--- src/rtl/fetch_queue.sv ---
// Fetch stage with a DEPTH-entry instruction queue: owns the fetch PC, reads a 1-cycle
// synchronous instruction memory, and buffers {PC, instruction} so decode stalls don't stall fetch.
module fetch_queue #(
    parameter int          DEPTH    = 4,
    parameter int          ADDR_W   = 8,
    parameter logic [31:0] RESET_PC = 32'h0
) (
    input  logic              CLK,
    input  logic              RST,
    input  logic              Redirect_En,
    input  logic [31:0]       Redirect_PC,
    input  logic              Deq_En,
    output logic              Imem_Req,
    output logic [ADDR_W-1:0] Imem_Addr,
    input  logic [31:0]       Imem_Rdata,
    output logic              Valid_F,
    output logic [31:0]       Instr_F,
    output logic [31:0]       PC_F,
    output logic [31:0]       PC_Plus_4_F
);

    localparam int              PTR_W   = $clog2(DEPTH);
    localparam int              CNT_W   = PTR_W + 1;
    localparam logic [CNT_W:0]  DEPTH_L = (CNT_W + 1)'(DEPTH);

    logic [31:0]      r_fetch_pc_p0;
    logic             r_vld_p1;
    logic [31:0]      r_infl_pc_p1;
    logic [PTR_W-1:0] r_rd_ptr;
    logic [PTR_W-1:0] r_wr_ptr;
    logic [CNT_W-1:0] r_count;
    logic [31:0]      r_pc_q    [DEPTH];
    logic [31:0]      r_instr_q [DEPTH];

    logic             w_deq;
    logic             w_push;
    logic             w_pop;
    logic [CNT_W:0]   w_occ;
    logic             w_unused_rpc_lsb;

    assign w_unused_rpc_lsb = ^Redirect_PC[1:0];

    assign Valid_F = (r_count != '0);
    assign w_deq   = Valid_F & Deq_En;
    assign w_push  = r_vld_p1 & ~Redirect_En;
    assign w_pop   = w_deq & ~Redirect_En;

    // Credit rule: the in-flight read already owns a slot, a pop this cycle frees one.
    assign w_occ    = {1'b0, r_count} + {{CNT_W{1'b0}}, r_vld_p1} - {{CNT_W{1'b0}}, w_deq};
    assign Imem_Req = ~RST & ~Redirect_En & (w_occ < DEPTH_L);
    assign Imem_Addr = r_fetch_pc_p0[ADDR_W+1:2];

    // ---- stage p0 -> p1: fetch PC, in-flight tracking, queue control ----
    always_ff @(posedge CLK or posedge RST) begin
        if (RST) begin
            r_fetch_pc_p0 <= RESET_PC;
            r_vld_p1      <= 1'b0;
            r_rd_ptr      <= '0;
            r_wr_ptr      <= '0;
            r_count       <= '0;
        end else if (Redirect_En) begin
            r_fetch_pc_p0 <= {Redirect_PC[31:2], 2'b00};
            r_vld_p1      <= 1'b0;
            r_rd_ptr      <= '0;
            r_wr_ptr      <= '0;
            r_count       <= '0;
        end else begin
            r_vld_p1 <= Imem_Req;
            if (Imem_Req)
                r_fetch_pc_p0 <= r_fetch_pc_p0 + 32'd4;
            if (w_push)
                r_wr_ptr <= r_wr_ptr + PTR_W'(1);
            if (w_pop)
                r_rd_ptr <= r_rd_ptr + PTR_W'(1);
            case ({w_push, w_pop})
                2'b10:   r_count <= r_count + CNT_W'(1);
                2'b01:   r_count <= r_count - CNT_W'(1);
                default: r_count <= r_count;
            endcase
        end
    end

    // ---- stage p1 -> queue: issued PC and returned word (data path, no reset) ----
    always_ff @(posedge CLK) begin
        if (Imem_Req)
            r_infl_pc_p1 <= r_fetch_pc_p0;
        if (w_push) begin
            r_pc_q[r_wr_ptr]    <= r_infl_pc_p1;
            r_instr_q[r_wr_ptr] <= Imem_Rdata;
        end
    end

    // Head outputs read zero while empty, which also gives the reset values.
    assign PC_F        = Valid_F ? r_pc_q[r_rd_ptr]    : 32'h0;
    assign Instr_F     = Valid_F ? r_instr_q[r_rd_ptr] : 32'h0;
    assign PC_Plus_4_F = PC_F + 32'd4;

endmodule

--- config.mk ---
export PLATFORM = sky130hd
export DESIGN_NAME = fetch_queue
export DESIGN_NICKNAME = d
export VERILOG_FILES = /design/src/rtl/fetch_queue.sv
export SDC_FILE = /design/constraint.sdc
export NUM_CORES = 1
export LEC_CHECK = 0
export ABC_AREA = 1
export CORE_MARGIN = 4
export CORE_UTILIZATION = 60
export CTS_CLUSTER_SIZE = 28
export DETAILED_ROUTE_END_ITERATION = 12
export PLACE_DENSITY = 0.91
export SLEW_MARGIN = 40
export SYNTH_ARGS = -nofsm -noshare
export SYNTH_HDL_FRONTEND = slang
export SYNTH_SLANG_ARGS = --single-unit
--- constraint.sdc ---
create_clock -name CLK -period 8.86 [get_ports CLK]
set_input_delay 1.772 -clock CLK [delete_from_list [all_inputs] [get_ports CLK]]
set_output_delay 1.772 -clock CLK [all_outputs]
set_load 0.1 [all_outputs]
==> results.py <==
metrics = {
    "run_status": {
        "result_of_the_run": "finished clean",
    },
    "routing": {
        "via_count": 10900,
        "detailedRoute.firstIterationViolations": 1173,
        "drc": 0,
        "via_per_inst": 5.71,
        "drtPass1Iterations": 6,
        "wirelength_um": 35600,
        "drt-wirelength-per-cell_um": 18.6,
        "drtAntennaViolNets": 0,
    },
    "clock_tree": {
        "cts_hold_buf": 0,
        "clock_path_buffers": 3,
        "cts.reportedPaths.clkPinSlew_ns": 0.06,
        "cts-root-buf": "clkbuf_16",
        "worst_skew_late_latency_ns": 0.55,
        "cts.repair_timing.setup_buffer_count": 0,
        "cts_buffers": 30,
        "tritoncts_clock_tree": "yes",
        "ctsHtreeMaxLevel": 1,
        "numClockSinks": 316,
        "post_cts_resize_count": 0,
    },
    "cells_and_area": {
        "nNetsFinal": 1651,
        "area_growth_syn_to_layout_pct": 16.4,
        "layout-drive-gt1-share": 0.138,
        "antenna_cells": 0,
    },
    "place": {
        "hpwlAfterDp_um": 22100,
        "numPortBuffers": 167,
        "place.gp.congestion": 0.913,
        "dp_worst_setup_slack_ns": 3.05,
    },
    "global_routing": {
        "antenna_found_initial": 0,
        "maximum_number_of_pins_on_one_net_before_global_route_repair": 68,
        "global_route.overflow_total": 0,
        "grt_pass1_vias": 10800,
        "track_usage": 0.261,
        "grt_first_pass_wirelength_um": 55100,
    },
    "synthesis": {
        "synth-edff-count": 278,
        "synth_warn": 0,
        "synth.yosys.seq_area_share": 0.643,
        "post_synth_inst_count": 1429,
        "synth_cell_type_count": 34,
        "synth-async-reset-ratio": 0.120,
        "synth.top_cell.area_share": 0.577,
        "netlist_top_cells_area": "edfxtp_1, nand2_1, dfrtp_1, nor2_1, nand3_1",
        "yosys_most_used_dff": "edfxtp_1",
        "mappedNetlistArea_sq_um": 14500,
        "synth_area_leader_cell": "edfxtp_1",
        "yosys_register_bits": 316,
        "syn_avg_cell_area_sq_um": 10.1,
    },
    "sta": {
        "layout_setup_ws_ns": 2.71,
        "clock-skew-final_ns": 0.0160,
        "max_slew_margin": 0.439,
        "hold_ws_ns": 0.497,
        "layout_worst_path_cycle_share": 0.694,
        "max_freq_mhz": 163,
        "report.final.setup_viol": 0,
        "final-hold-violation-count": 0,
        "min_cycle_time_layout_ns": 6.15,
        "final.setup.tns_ns": 0,
        "final_max_slew_viol_count": 0,
        "grt_setup_unrepaired": "false",
        "worst-slew-pin-transition_ns": 0.841,
    },
    "worst_setup_path": {
        "crit_required_ns": 7.09,
        "critPathTopFamily": "simple AND/OR/NAND/NOR gates",
        "crit_path_top_delay_cell": "dfrtp_4",
        "critical_path.reg2reg.endpoint": "r_fetch_pc_p0[11]$_DFFE_PP0P_",
        "critical-path-max-stage-delay_ns": 0.87,
        "cp_cell_sequence": "buf_4 -> nand2_1 -> nand3_1 -> nand2_1 -> nor2_2 -> ha_1 -> nand2_1 -> nor2_4 -> inv_2 -> nor2_2 -> nand2_1 -> xor2_1 -> buf_2",
        "arrival_ns": 4.38,
        "kind_of_end_point_of_the_critical_path": "primary output",
        "reg2reg_depth": 15,
        "cpMostUsedCell": "nand2_1",
        "cp_max_fo": 67,
        "worst_r2r_startpoint": "r_count[0]$_DFFE_PP0P_",
        "worstSetupPathType": "register to primary output",
        "critPathLaunchType": "register",
        "buffers_and_inverters_on_the_worst_path": 3,
        "setup.reg_to_reg.worst_slack_ns": 4.29,
        "worstSetupStartpoint": "r_rd_ptr[0]$_DFFE_PP0P_",
    },
    "floorplan": {
        "rows": 56,
        "floorplan.initialDensity": 0.613,
        "floorplan_die_width_um": 163,
        "overall_die_height_um": 163,
        "boundaryPins": 174,
        "total_die_area_sq_um": 26700,
        "design.core.area_sq_um": 23600,
    },
    "min_path": {
        "startpoint_of_the_lowest_slack_hold_path": "r_infl_pc_p1[25]$_DFFE_PP_",
        "min-delay-path-class": "register to register",
        "min_delay_worst_endpoint": "r_pc_q[3][25]$_DFFE_PP_",
        "hold_path_depth": 0,
    },
    "flow_run": {
        "cap_viol_max_count": 0,
    },
}
[registers in the layout (all words and copies together), names as in the netlist]
name and cells:
r_fetch_pc_p0 30, r_infl_pc_p1 30, r_count 3, r_rd_ptr 2, r_instr_q 128, r_pc_q 120, r_vld_p1 1, r_wr_ptr 2
[logic make-up after synthesis]
group           after synthesis  share of synthesized area
compound gates              119                     0.0433
xor+xnor                     41                     0.0248
flops                       316                      0.643
buf+inv                     163                     0.0525
other cells                   1                   0.000259
simple gates                779                      0.227
fa+ha+maj                    10                    0.00917
[cell usage in the layout, fill, tap and decap left out, types with 2 or more instances in the layout]
cell type / count
ha_1: 9
o211ai_1: 10
nand2_2: 6
o21ai_0: 73
clkinv_1: 2
nand3_2: 4
clkbuf_1: 7
nor2_1: 221
buf_2: 102
bufinv_16: 4
clkinvlp_4: 2
clkbuf_8: 8
nand4_1: 15
edfxtp_1: 278
dfrtp_1: 36
buf_4: 13
or2_2: 2
nor3_1: 6
inv_1: 82
nand2_1: 368
nor2_4: 13
conb_1: 4
nand3_1: 121
clkbuf_16: 31
clkdlybuf4s50_1: 65
inv_2: 6
clkinv_2: 4
xnor2_1: 15
nor2_2: 20
xor2_1: 26
a21oi_1: 33
[through the flow]
step | cell area, sq um | instances | utilization
4_1_cts | 16800 | 1916 | 0.713
6_report | 16800 | 1916 | 0.713
3_5_place_dp | 15800 | 1860 | 0.668
2_1_floorplan | 14500 | 1432 | -
5_1_grt | 16800 | 1916 | 0.713
3_3_place_gp | 16300 | 1860 | 0.689
[worst register-to-register path, stage by stage, from the launching register on]
cell and delay [ns]:
dfrtp_1 0.40, inv_1 0.14, nand3_2 0.62, inv_2 0.87, nor2_1 0.19, ha_1 0.23
inv_1 0.06, ha_1 0.11, inv_1 0.03, o21ai_1 0.15, or2_2 0.13, nand2_1 0.08
nor2_4 0.15, buf_4 0.53, clkinv_1 0.48, o211ai_1 0.31
[per-layer routing]
metal | track usage | wire length (um)
met5 | 0 | 0
met4 | 0.0919 | 1130
met3 | 0.0447 | 3660
met2 | 0.448 | 17600
met1 | 0.338 | 13200
[cell type report]
cell class	instances	area (sq um)
Inverter	92	349
Clock inverter	10	159
Fill cell	1572	6770
Sequential cell	316	9300
Timing Repair Buffer	180	1260
Multi-Input combinational cell	953	4460
Clock buffer	46	912
Tap cell	319	399
[worst max-delay path by stage]
stage | to | slack [ns] | depth (start not counted)
after floorplan | Imem_Req | 2.19 | 4
after global placement | Imem_Req | 2.33 | 12
after detailed placement | Imem_Req | 3.05 | 12
after CTS | PC_Plus_4_F[18] | 2.85 | 13
after global routing | PC_Plus_4_F[18] | 2.53 | 13
final | PC_Plus_4_F[18] | 2.71 | 13
[cell usage after synthesis (7+ instances only)]
master,instances
nand2_1,368
edfxtp_1,278
nor2_1,225
nand3_1,121
inv_1,83
o21ai_0,73
dfrtp_1,38
a21oi_1,33
xor2_1,26
buf_2,22
nor2_2,21
buf_4,16
clkbuf_1,16
nand4_1,15
xnor2_1,15
o211ai_1,10
buf_1,9
ha_1,9
buf_6,8
nor2_4,8
inv_2,7
Power is left out: the tool's default activity adds up to more than one toggle a clock period on the data nets, which glitch-free logic cannot reach.
